--- config.mk ---
export PLATFORM = sky130hd
export DESIGN_NAME = microcode_sequencer
export DESIGN_NICKNAME = d
export VERILOG_FILES = /design/src/rtl/microcode_sequencer.sv
export SDC_FILE = /design/constraint.sdc
export NUM_CORES = 1
export LEC_CHECK = 0
export ABC_AREA = 1
export CORE_ASPECT_RATIO = 0.8
export CORE_MARGIN = 3
export CORE_UTILIZATION = 45
export CTS_CLUSTER_SIZE = 28
export DETAILED_ROUTE_END_ITERATION = 8
export HOLD_SLACK_MARGIN = 0.12
export PLACE_DENSITY = 0.78
export SYNTH_ARGS = -nofsm -noshare
export SYNTH_HDL_FRONTEND = slang
export SYNTH_SLANG_ARGS = --single-unit
--- constraint.sdc ---
create_clock -name clk -period 1.8 [get_ports clk]
set_input_delay 0.45 -clock clk [delete_from_list [all_inputs] [get_ports clk]]
set_output_delay 0.45 -clock clk [all_outputs]
set_load 0.01 [all_outputs]
--- src/rtl/microcode_sequencer.sv ---
// microcode_sequencer
//
// Generates the 9-bit microcode address that feeds the microcode ROM.
// It fetches opcode bytes, turns a 0xCB prefix into bit 8 of the address,
// follows link fields fed back from the control word, handles HALT, and
// injects the interrupt-entry routine at instruction boundaries.
//
// Parameters:
//   IRQ_ENTRY_ADDR - microcode address of the interrupt-entry routine
//   MAX_STEPS      - watchdog step limit (only used with UC_STEP_WATCHDOG_EN)
//
// Optional feature macro: UC_STEP_WATCHDOG_EN
//   When defined, a watchdog counts EXEC steps of the current instruction.
//   If MAX_STEPS steps pass without a last step, it pulses wd_fault and
//   forces the sequencer back to FETCH. When undefined, wd_fault is tied to 0.
//
// Ports:
//   clk         - system clock
//   rst         - synchronous reset, active-high
//   mem_data    - opcode byte returned by the bus
//   mem_ready   - mem_data valid this cycle
//   fetch_req   - request an opcode-byte read at PC (high in FETCH)
//   uc_next     - control-word field: next microcode address
//   uc_last     - control-word bit: this step ends the instruction
//   uc_wait     - control-word bit: hold this step until mem_ready
//   uc_cond     - control-word bit: conditional step
//   cond_met    - ALU flag condition result for uc_cond
//   uc_halt     - control-word bit: enter HALT after this step
//   irq_pending - enabled interrupt pending
//   ime         - interrupt master enable
//   uc_addr     - registered microcode address to the ROM
//   cb_mode     - current instruction is CB-prefixed
//   halted      - sequencer is in HALT
//   step_cnt    - steps executed in the current instruction, saturating at 15
//   wd_fault    - watchdog fault pulse

module microcode_sequencer #(
    parameter logic [8:0] IRQ_ENTRY_ADDR = 9'h1FF,
    parameter int         MAX_STEPS      = 16
) (
    input  logic       clk,
    input  logic       rst,
    input  logic [7:0] mem_data,
    input  logic       mem_ready,
    output logic       fetch_req,
    input  logic [8:0] uc_next,
    input  logic       uc_last,
    input  logic       uc_wait,
    input  logic       uc_cond,
    input  logic       cond_met,
    input  logic       uc_halt,
    input  logic       irq_pending,
    input  logic       ime,
    output logic [8:0] uc_addr,
    output logic       cb_mode,
    output logic       halted,
    output logic [3:0] step_cnt,
    output logic       wd_fault
);

    typedef enum logic [1:0] {
        FETCH = 2'd0,
        EXEC  = 2'd1,
        HALT  = 2'd2
    } state_t;

    state_t state;

    // A failed conditional behaves exactly like the last step of the
    // instruction; a wait step with no bus data freezes everything.
    logic end_step;
    logic stalled;

    assign end_step  = uc_last | (uc_cond & ~cond_met);
    assign stalled   = uc_wait & ~mem_ready;
    assign fetch_req = (state == FETCH);

`ifdef UC_STEP_WATCHDOG_EN
    localparam int WD_W = $clog2(MAX_STEPS + 1);

    logic [WD_W-1:0] wd_cnt;
    logic            wd_trip;

    // Trips on the advancing step that would be the MAX_STEPS-th one
    // without the instruction having ended.
    assign wd_trip = (state == EXEC) && !stalled && !end_step &&
                     (wd_cnt == WD_W'(MAX_STEPS - 1));
`else
    assign wd_fault = 1'b0;
`endif

    always_ff @(posedge clk) begin
        if (rst) begin
            state    <= FETCH;
            uc_addr  <= 9'h000;
            cb_mode  <= 1'b0;
            halted   <= 1'b0;
            step_cnt <= 4'd0;
`ifdef UC_STEP_WATCHDOG_EN
            wd_cnt   <= '0;
            wd_fault <= 1'b0;
`endif
        end else begin
`ifdef UC_STEP_WATCHDOG_EN
            wd_fault <= 1'b0;
`endif
            case (state)
                FETCH: begin
                    if (mem_ready) begin
                        // The prefix is only recognised as the first byte;
                        // a second 0xCB is an ordinary CB-page opcode.
                        if (mem_data == 8'hCB && !cb_mode) begin
                            cb_mode <= 1'b1;
                        end else begin
                            uc_addr  <= {cb_mode, mem_data};
                            step_cnt <= 4'd0;
`ifdef UC_STEP_WATCHDOG_EN
                            wd_cnt   <= '0;
`endif
                            state    <= EXEC;
                        end
                    end
                end

                EXEC: begin
                    if (!stalled) begin
                        if (end_step) begin
                            // The instruction is over on every path here,
                            // so the prefix flag no longer applies.
                            cb_mode <= 1'b0;
                            if (uc_halt) begin
                                state   <= HALT;
                                halted  <= 1'b1;
                                uc_addr <= 9'h000;
                            end else if (irq_pending && ime) begin
                                uc_addr  <= IRQ_ENTRY_ADDR;
                                step_cnt <= 4'd0;
`ifdef UC_STEP_WATCHDOG_EN
                                wd_cnt   <= '0;
`endif
                            end else begin
                                state <= FETCH;
                            end
                        end else begin
                            uc_addr  <= uc_next;
                            step_cnt <= (step_cnt == 4'd15) ? 4'd15 : step_cnt + 4'd1;
`ifdef UC_STEP_WATCHDOG_EN
                            wd_cnt   <= wd_cnt + WD_W'(1);
                            if (wd_trip) begin
                                wd_fault <= 1'b1;
                                state    <= FETCH;
                                cb_mode  <= 1'b0;
                                uc_addr  <= 9'h000;
                                wd_cnt   <= '0;
                            end
`endif
                        end
                    end
                end

                HALT: begin
                    // Any pending interrupt wakes the core; ime only
                    // decides whether the entry routine is taken.
                    if (irq_pending) begin
                        halted <= 1'b0;
                        if (ime) begin
                            state    <= EXEC;
                            uc_addr  <= IRQ_ENTRY_ADDR;
                            step_cnt <= 4'd0;
`ifdef UC_STEP_WATCHDOG_EN
                            wd_cnt   <= '0;
`endif
                        end else begin
                            state <= FETCH;
                        end
                    end
                end

                default: begin
                    state <= FETCH;
                end
            endcase
        end
    end

endmodule

== Yosys cells after proc, flatten, opt, wreduce, memory -nomap -nowiden ==
Cells that the tools add are included.
W data, S select, Z words.

* Bits in registers: 17
* Input port bits: 27
* Output and inout bits: 17
* Word-level logic and storage cells: 77

* Add/sub/neg operators: 1
* Equality and inequality tests: 16
* Mux-type cells: 38
* Bitwise logic cells: 5
* Reduce and logical (&&, ||, !) cells: 12

{| class="wikitable"
|+ Operators by type and width
! kind !! number
|-
| $mux W9 || 8
|-
| $mux W4 || 9
|-
| $pmux W9 S3 || 1
|-
| $mux W2 || 7
|-
| $ne A2 B2 Y1 const B || 7
|-
| $pmux W4 S3 || 1
|-
| $reduce_and A5 Y1 || 2
|-
| $mux W1 || 9
|-
| $ne A3 B3 Y1 const B || 3
|-
| $eq A8 B8 Y1 const B || 1
|-
| $reduce_and A8 Y1 || 1
|-
| $reduce_and A7 Y1 || 1
|-
| $pmux W2 S3 || 1
|-
| $reduce_and A6 Y1 || 1
|-
| $add A4 B1 Y4 const B || 1
|-
| $eq A4 B4 Y1 const B || 1
|-
| $ne A4 B4 Y1 const B || 1
|-
| $pmux W1 S2 || 2
|-
| $reduce_bool A2 Y1 || 2
|-
| $reduce_bool A3 Y1 || 1
|-
| $and A1 B1 Y1 || 2
|-
| $eq A2 B1 Y1 const B || 1
|-
| $eq A2 B2 Y1 const B || 1
|-
| $logic_and A1 B1 Y1 || 2
|-
| other kinds (5) || 6
|}

== Longest topological paths before layout ==
Gate-level depths: netlist of run 1.

* Word-level depth: 6
* Depth in mapped cells: 12
* Mapped depth without buffers: 11

== Least setup slack after synthesis of run 1 ==
OpenSTA, ideal clock, no wires.

* Path kind: register to register
* Start point: reg state[0]
* End point: reg uc_addr[1]
* Library setup time: 0.113 ns
* Arrival time: 1.487 ns
* Required time: 1.687 ns
* Slack: 0.200 ns
* Cell stages (with the launch flop): 12
* Buffers on the path: 1
* Clock period less this slack: 1.600 ns
* Cells stage by stage: dfxtp_1 > inv_1 > ha_1 > nand2_1 > nor2_1 > nand3_1 > nand3_4 > nor2_4 > buf_6 > nand2_1 > nand2_1 > nor2_1

* Word-level cells in the longest chain between the ends: 3
* Elaborated cells on any way between the ends: 12
* Classes of those cells: eq/ne (8); mux (1); reduce/logical (3)

{| class="wikitable"
|+ RTL lines
! element !! line !! text
|-
| start, declared || 67 || <nowiki>state_t state;</nowiki>
|-
| start signal, assigned || 94 || <nowiki>state <= FETCH;</nowiki>
|-
| start signal, assigned || 120 || <nowiki>state <= EXEC;</nowiki>
|-
| start signal, assigned || 132 || <nowiki>state <= HALT;</nowiki>
|-
| $logic_not A2 Y1 * || - ||
|-
| net fetch_req || 45 || <nowiki>output logic fetch_req,</nowiki>
|-
| $ne A2 B2 Y1 (no source line) or $reduce_bool A3 Y1 (tied branches) || - ||
|-
| $reduce_and A7 Y1 (no source line) || - ||
|-
| end signal, assigned || 115 || <nowiki>uc_addr <= {cb_mode, mem_data};</nowiki>
|-
| end signal, assigned || 145 || <nowiki>uc_addr <= uc_next;</nowiki>
|-
| end, declared || 54 || <nowiki>output logic [8:0] uc_addr,</nowiki>
|}

Mark *: on every way through the listed nets, which the timed path passes. The rest lies on a longest branch.
A chain may end at the register's enable or synchronous reset.

== Worst setup path after layout of run 1 ==
* Start point: reg step_cnt[0]
* End point: out step_cnt[0]

{| class="wikitable"
|+ RTL lines
! element !! line !! text
|-
| start, declared || 57 || <nowiki>output logic [3:0] step_cnt,</nowiki>
|-
| start signal, assigned || 146 || <nowiki>step_cnt <= (step_cnt == 4'd15) ? 4'd15 : step_cnt + 4'd1;</nowiki>
|}

No word-level cell between the ends.

==> summary.md, run 1 <==
The combined buffer and inverter count along the critical path is 1. The post-route core utilization is 0.725. From bottom edge to top edge, the die measures 53 um.

The total die area is 0.00343 mm^2, and the post-synthesis area per instance is 5.92 um^2. The share of the clock period used by the worst path after layout works out to 0.969. After global routing the overflow that remains totals 0. The run finished with clean final reports. Broken down by cell family, the worst path's largest delay share belongs to buffers and inverters. Cell type contributing the most total cell area after synthesis: dfxtp_1.

The number of buffers inserted by port buffering is 42. The routed wire length was 3150 um; the number of primary I/O pins was 44. The fraction of met2 tracks used by global routing is 0.309.

For this design, the sink count on the clock tree is 17. Shortest period the worst path allows: 1.74 ns. TritonCTS created 3 clock buffers.

The tools report the data arrival time of the critical path as 1.29 ns. The logs give 0 for the total DRC errors in the routed layout and 0 for the count of nets left with antenna violations after detail routing. The buffer depth of the longest clock path came out at 2. The run gives -0.0941 ns as the post-place setup slack. The synthesized design contains 0 enable-type register cells. At the end of routability-driven placement, the weighted congestion stood at 0.900.

The tools report the met3 capacity usage during global routing as 0.0467. The cell at the slowest stage of the critical path was clkdlybuf4s50_1. The part of the Yosys area used for sequential elements came out at 0.274. The worst setup path is captured at an output pin.

The routed layout has 1,411 vias. For this run, the detailed router's first-pass iteration total came to 4. The tools report the final design area excluding fillers as 0.00184 mm^2. Traced cell by cell, the critical path runs through clkdlybuf4s50_1. The latest clock arrival within the worst-skew pair was 0.29 ns; the critical path data required time was 1.35 ns. After the flow finishes, the layout carries non-filler instances totaling 304. Sorting the synthesized cells by how often they occur yields nand2_1 (54), nor2_1 (52), inv_1 (27).

The tree is rooted in a clkbuf_4. The power per standard cell area was 1620 mW/mm^2. The logs give 0.283 for the met1 capacity usage during global routing and 0 for the hold violation count in the final report. The post-route clock skew was 0.00520 ns. The floorplan has 16 rows. The placeable core region is 0.00254 mm^2. The layout-stage area growth over the synthesis result is 48.4%, and the die extent in x is 64.7 um. The effective utilization at floorplan came out at 0.489.

For the final routed database, the setup TNS stands at 0 ns. The fraction of registers with async set or reset after synthesis was 0; the number of DRC markers in iteration 0 was 108. The total placed cells including tap cells was 299. Overall global routing resource usage: 0.198. The proportion of layout cells with a drive suffix above 1 works out to 0.134. Synthesis inferred 17 register bits. The placed instances occupy a cell area of 0.00179 mm^2.

Setup violations remaining at the end of the flow were counted as 0. The via-per-instance ratio works out to 4.64. The element type at the critical path start was a flip-flop.

The net count of the finished layout is 302. Once detailed placement completed, the half-perimeter wirelength came to 2530 um. The first-pass GRT wire length was 5330 um. The number of max-slew violations in the final report is 0. The setup path with the least slack is of type reg -> out. Fraction of post-synthesis cell area in the top cell type by area: 0.274. The number of distinct library cells after synthesis is 27, and the number of H-tree levels is 1.

Entering global routing, the biggest net connects 15 pins. After synthesis the cells add up to 0.00124 mm^2. The final setup slack of the worst path is 0.0554 ns. Summed over all cells, the static leakage comes to 0.920 nW. The via count of the first global-routing pass was 1,227. The largest single stage delay on the critical path is 0.58 ns. Synthesis produced 210 cells. The path class of the tightest hold or removal check is reg -> reg. The hold buffer count at cts came out at 0. Cell with the most instances after synthesis: nand2_1. met2 is the most crowded layer. The peak supply drop came out at 0.925 mV. Yosys printed 0 warnings. Number of antenna violations at the first check in global routing: 0.

Ranked by total cell area, the synthesized netlist is headed by dfxtp_1 (27%), nand2_1 (16%), nor2_1 (16%). 0 antenna diodes ended up in the layout. For this run, the top clock speed supported by timing is 0.573 GHz. Number of max-cap violations: 0. The average wire per cell in the routed design is 10.4 um. The post-synth net total came out at 243. Setup repair after global routing left no endpoint under its margin. TritonCTS built the clock tree. The clock-pin slew reported for the worst setup and hold paths after clock tree synthesis came out at 0.10 ns.

The maximum fanout along the worst path works out to 6. The dominant register cell in the synthesized netlist was dfxtp_1.
-- report_power, final --
group	switching [mW]	leakage [nW]	internal [mW]
Combinational	1.09	0.764	1.02
Sequential	0.132	0.141	0.548
Clock	0.122	0.0150	0.0861
-- cell families (layout without fill, tap and decap cells) --
kind of cell,count (synthesis),after routing,synth area share
compound gates,19,19,0.0886
other cells,1,1,0.00302
buf+inv,35,93,0.117
fa+ha+maj,6,6,0.0604
simple gates,132,132,0.457
flops,17,17,0.274
-- cell usage in the layout, fill, tap and decap left out, drive strengths merged --
cell type / netlist / layout
nand2: 56 / 56
dlygate4sd2: 0 / 1
nand4: 3 / 3
o21a: 1 / 1
clkbuf: 0 / 4
inv: 30 / 30
a21oi: 4 / 4
o21ai: 9 / 9
conb: 1 / 1
ha: 6 / 6
buf: 4 / 16
clkinv: 1 / 1
o21bai: 3 / 3
nand3: 11 / 11
nor3: 2 / 2
o211ai: 2 / 2
or2: 4 / 4
clkdlybuf4s50: 0 / 41
nand3b: 1 / 1
nor2: 55 / 55
dfxtp: 17 / 17
-- through the flow --
| step | hold WS, ns | total power, mW |
|---|---|---|
| final | 0.489 | 3.00 |
| after global routing | 0.509 | 3.34 |
| after CTS | 0.491 | 2.91 |
| after detailed placement | 0.473 | 2.69 |
| after global placement | 0.471 | 2.68 |
| after floorplan | 0.508 | 1.94 |
-- worst paths after layout --
path	start	endpoint	cells past startpoint	slack [ns]
worst min register to register	uc_addr[4]$_SDFFE_PP0P_	uc_addr[4]$_SDFFE_PP0P_	2	0.49
worst max-delay path	step_cnt[0]$_SDFFE_PP0P_	step_cnt[0]	1	0.06
worst max register to register	state[1]$_SDFFE_PP0P_	uc_addr[5]$_SDFFE_PP0P_	12	0.14
worst min-delay path	uc_addr[4]$_SDFFE_PP0P_	uc_addr[4]$_SDFFE_PP0P_	2	0.49
-- layer usage --
metal | routed length [um] | part of all wire | up-vias
met1 | 1610 | 0.51 | 612
met2 | 1330 | 0.42 | 40
met5 | 0 | 0 | -
met3 | 200 | 0.063 | 2
met4 | 10 | 0.0032 | 0
li1 | - | - | 757
-- registers in the layout, summed over array words and instances (netlist names) --
register	flops
halted	1
state	2
uc_addr	9
cb_mode	1
step_cnt	4
-- area by class of cell --
| class | instances | area, um^2 |
|---|---|---|
| fill | 231 | 698 |
| multi-input combinational | 158 | 762 |
| sequential | 17 | 343 |
| inverter | 31 | 116 |
| timing repair buffer | 58 | 552 |
| clock buffer | 4 | 26.3 |
| tap | 36 | 45.0 |
-- timing repair --
action | in CTS | in global routing
cloned | 0 | 0
setup buffers | 0 | 1
endpoints found under the setup margin | 1 | 11
resized for setup | 2 | 3
pin swaps | 0 | 1
Note: power is estimated with default switching activity, not from simulation.
==> run 2, diff against run 1 <==
--- a/config.mk
+++ b/config.mk
@@ -13,4 +13,5 @@
 export DETAILED_ROUTE_END_ITERATION = 8
 export HOLD_SLACK_MARGIN = 0.12
+export MAX_ROUTING_LAYER = met4
 export PLACE_DENSITY = 0.78
 export SYNTH_ARGS = -nofsm -noshare
==> constraint.sdc (replaced) <==
create_clock -name clk -period 1.8 [get_ports clk]
set_input_delay 0.18 -clock clk [delete_from_list [all_inputs] [get_ports clk]]
set_output_delay 0.18 -clock clk [all_outputs]
set_load 0.01 [all_outputs]
==> summary.md, run 2 (same netlist as run 1, synthesis figures left out) <==
The clock reaches the later pin of the worst-skew pair after 0.30 ns. The effective utilization at floorplan is 0.489. Clock tree synthesis found a total of 17 sinks. The worst max-slew margin expressed relative to the limit was 0.668; the number of setup violations in the final report was 0. The global-route congestion overflow total is 0. The clock-pin slew reported for the worst setup and hold paths after clock tree synthesis was 0.11 ns. The measured slew at the worst slew-check pin is 0.494 ns, and the placeable core region is 0.00254 mm^2.

The classification of the worst-slack hold path was reg -> reg. The first-pass detailed-route iteration total came out at 5. Of all nets on the critical path, the largest fanout is 5. TritonCTS built the clock tree.

Final design area excluding fillers: 0.00179 mm^2. Leaving out fill and tap cells, the most frequent cells in the layout are nand2_1 (54), nor2_1 (52), clkdlybuf4s50_1 (42). The run gives 0 as the number of max-slew violations in the final report. After the first detailed-routing iteration, the DRC count stood at 66. For this design the static power due to leakage is 0.878 nW. The first global-routing pass estimated 5360 um of wire. For the finished layout, the period the worst path requires is 1.71 ns. Using the TritonRoute via totals, the vias-per-cell ratio works out to 4.71.

The worst setup path is captured at an output pin. The worst-case IR drop observed on VDD is 1.08 mV. The tools report the number of max-cap violations as 0. The leading cell type in the layout, fill and taps excluded is nand2_1. The layout-stage area growth over the synthesis result works out to 44.4%. The data arrival time of the critical path came out at 1.53 ns. Counting along the longest clock path gives a buffer depth of 2. The via count of the first global-routing pass was 1,255; the average wire per cell in the routed design was 10.8 um. By startpoint and endpoint, the worst setup path is classified as reg -> out. On the final layout, the worst hold slack is 0.488 ns. Entering global routing, the biggest net connects 18 pins. Root buffer cell: clkbuf_4. The register with the most flip-flops in the layout has 9 of them. The number of antenna violations at the first check in global routing was 0; the half-perimeter wire length after detailed placement was 2490 um. The die extent in x was 64.7 um; the highest attainable clock frequency was 0.584 GHz. The number of buffers inserted by port buffering works out to 42. The run finished with clean final reports.

After detailed routing, the number of remaining DRC violations is 0. The proportion of layout cells with a drive suffix above 1 was 0.108; the post-place instance area was 0.00172 mm^2. The sum of negative setup slack was 0 ns. The number of H-tree levels is 1, and the total die area is 0.00343 mm^2. On the final layout, the worst clock skew is 0.0104 ns. The number of clock buffers added by TritonCTS is 3. The run gives 0.856 as the final weighted congestion of routability-driven global placement. The register with the highest flop count was uc_addr.

Measured in cells, the most critical reg-to-reg path has a length of 11. Overall global routing resource usage: 0.201. The detailed router placed 1,389 vias in this run.

In the final design database the tool counted 293 nets. The die is 53 um tall. Count of nets left with antenna violations after detail routing: 0.

Share of the clock period used by the worst path after layout: 0.952. Element type at the critical path start: a flip-flop. Setup repair after global routing left no endpoint under its margin. The routed wire length was 3180 um.

The number of stages on the worst hold path was 2. The repair_antennas step left the layout with diodes totalling 0. The hold violation count in the final report was 0.

The placement row count is 16. The power per standard cell area was 1670 mW/mm^2. The tools report the number of primary I/O pins as 44. In the final layout, the registers with the most flip-flops are uc_addr: 9 flops, step_cnt: 4 flops, state: 2 flops. Data on the critical path is required at its endpoint by 1.62 ns.
==> run 2: power by group <==
part	internal, mW	switching, mW
Combinational	1.01	1.09
Sequential	0.545	0.134
Clock	0.0864	0.130
Total	1.64	1.35
==> run 2: critical path, cell delays in order, from the launching register on <==
cell and delay, ns:
dfxtp_2 0.36, inv_2 0.08, ha_4 0.16, buf_4 0.11, clkdlybuf4s50_1 0.52
==> run 2: path summary, 6_finish.rpt <==
kind	start	endpoint	slack [ns]
max	state[0]$_SDFFE_PP0P_	fetch_req	0.09
min	uc_addr[2]$_SDFFE_PP0P_	uc_addr[2]$_SDFFE_PP0P_	0.49
max reg2reg	state[1]$_SDFFE_PP0P_	uc_addr[7]$_SDFFE_PP0P_	0.18
min reg2reg	uc_addr[2]$_SDFFE_PP0P_	uc_addr[2]$_SDFFE_PP0P_	0.49
==> run 2: cell type report <==
type / count / area (um^2)
Inverter: 31 / 116
Sequential cell: 17 / 342
Tap cell: 36 / 45.0
Timing Repair Buffer: 49 / 485
Fill cell: 250 / 748
Multi-Input combinational cell: 158 / 779
Clock buffer: 4 / 26.3
==> run 2: what timing repair did <==
item	in CTS	in global routing
buffers inserted	0	1
pin swaps	0	1
resized for setup	3	4
hold buffers	0	0
endpoints found under the setup margin	1	14
==> run 2: through the flow <==
stage          power, mW  cells  worst slack (ns)   util
6_report            3.00    295            0.0871  0.706
5_1_grt             3.32    295            0.0287  0.706
4_1_cts             2.91    294            0.0294  0.694
3_5_place_dp        2.64    290           0.00755  0.678
3_3_place_gp        2.61    290            0.0425  0.678
2_1_floorplan       1.94    210             0.200      -
==> run 2: layer usage <==
metal,part of all wire,track usage
met1,0.47,0.247
met2,0.45,0.331
met4,0.0047,0.0456
met3,0.066,0.0573
met5,0,-
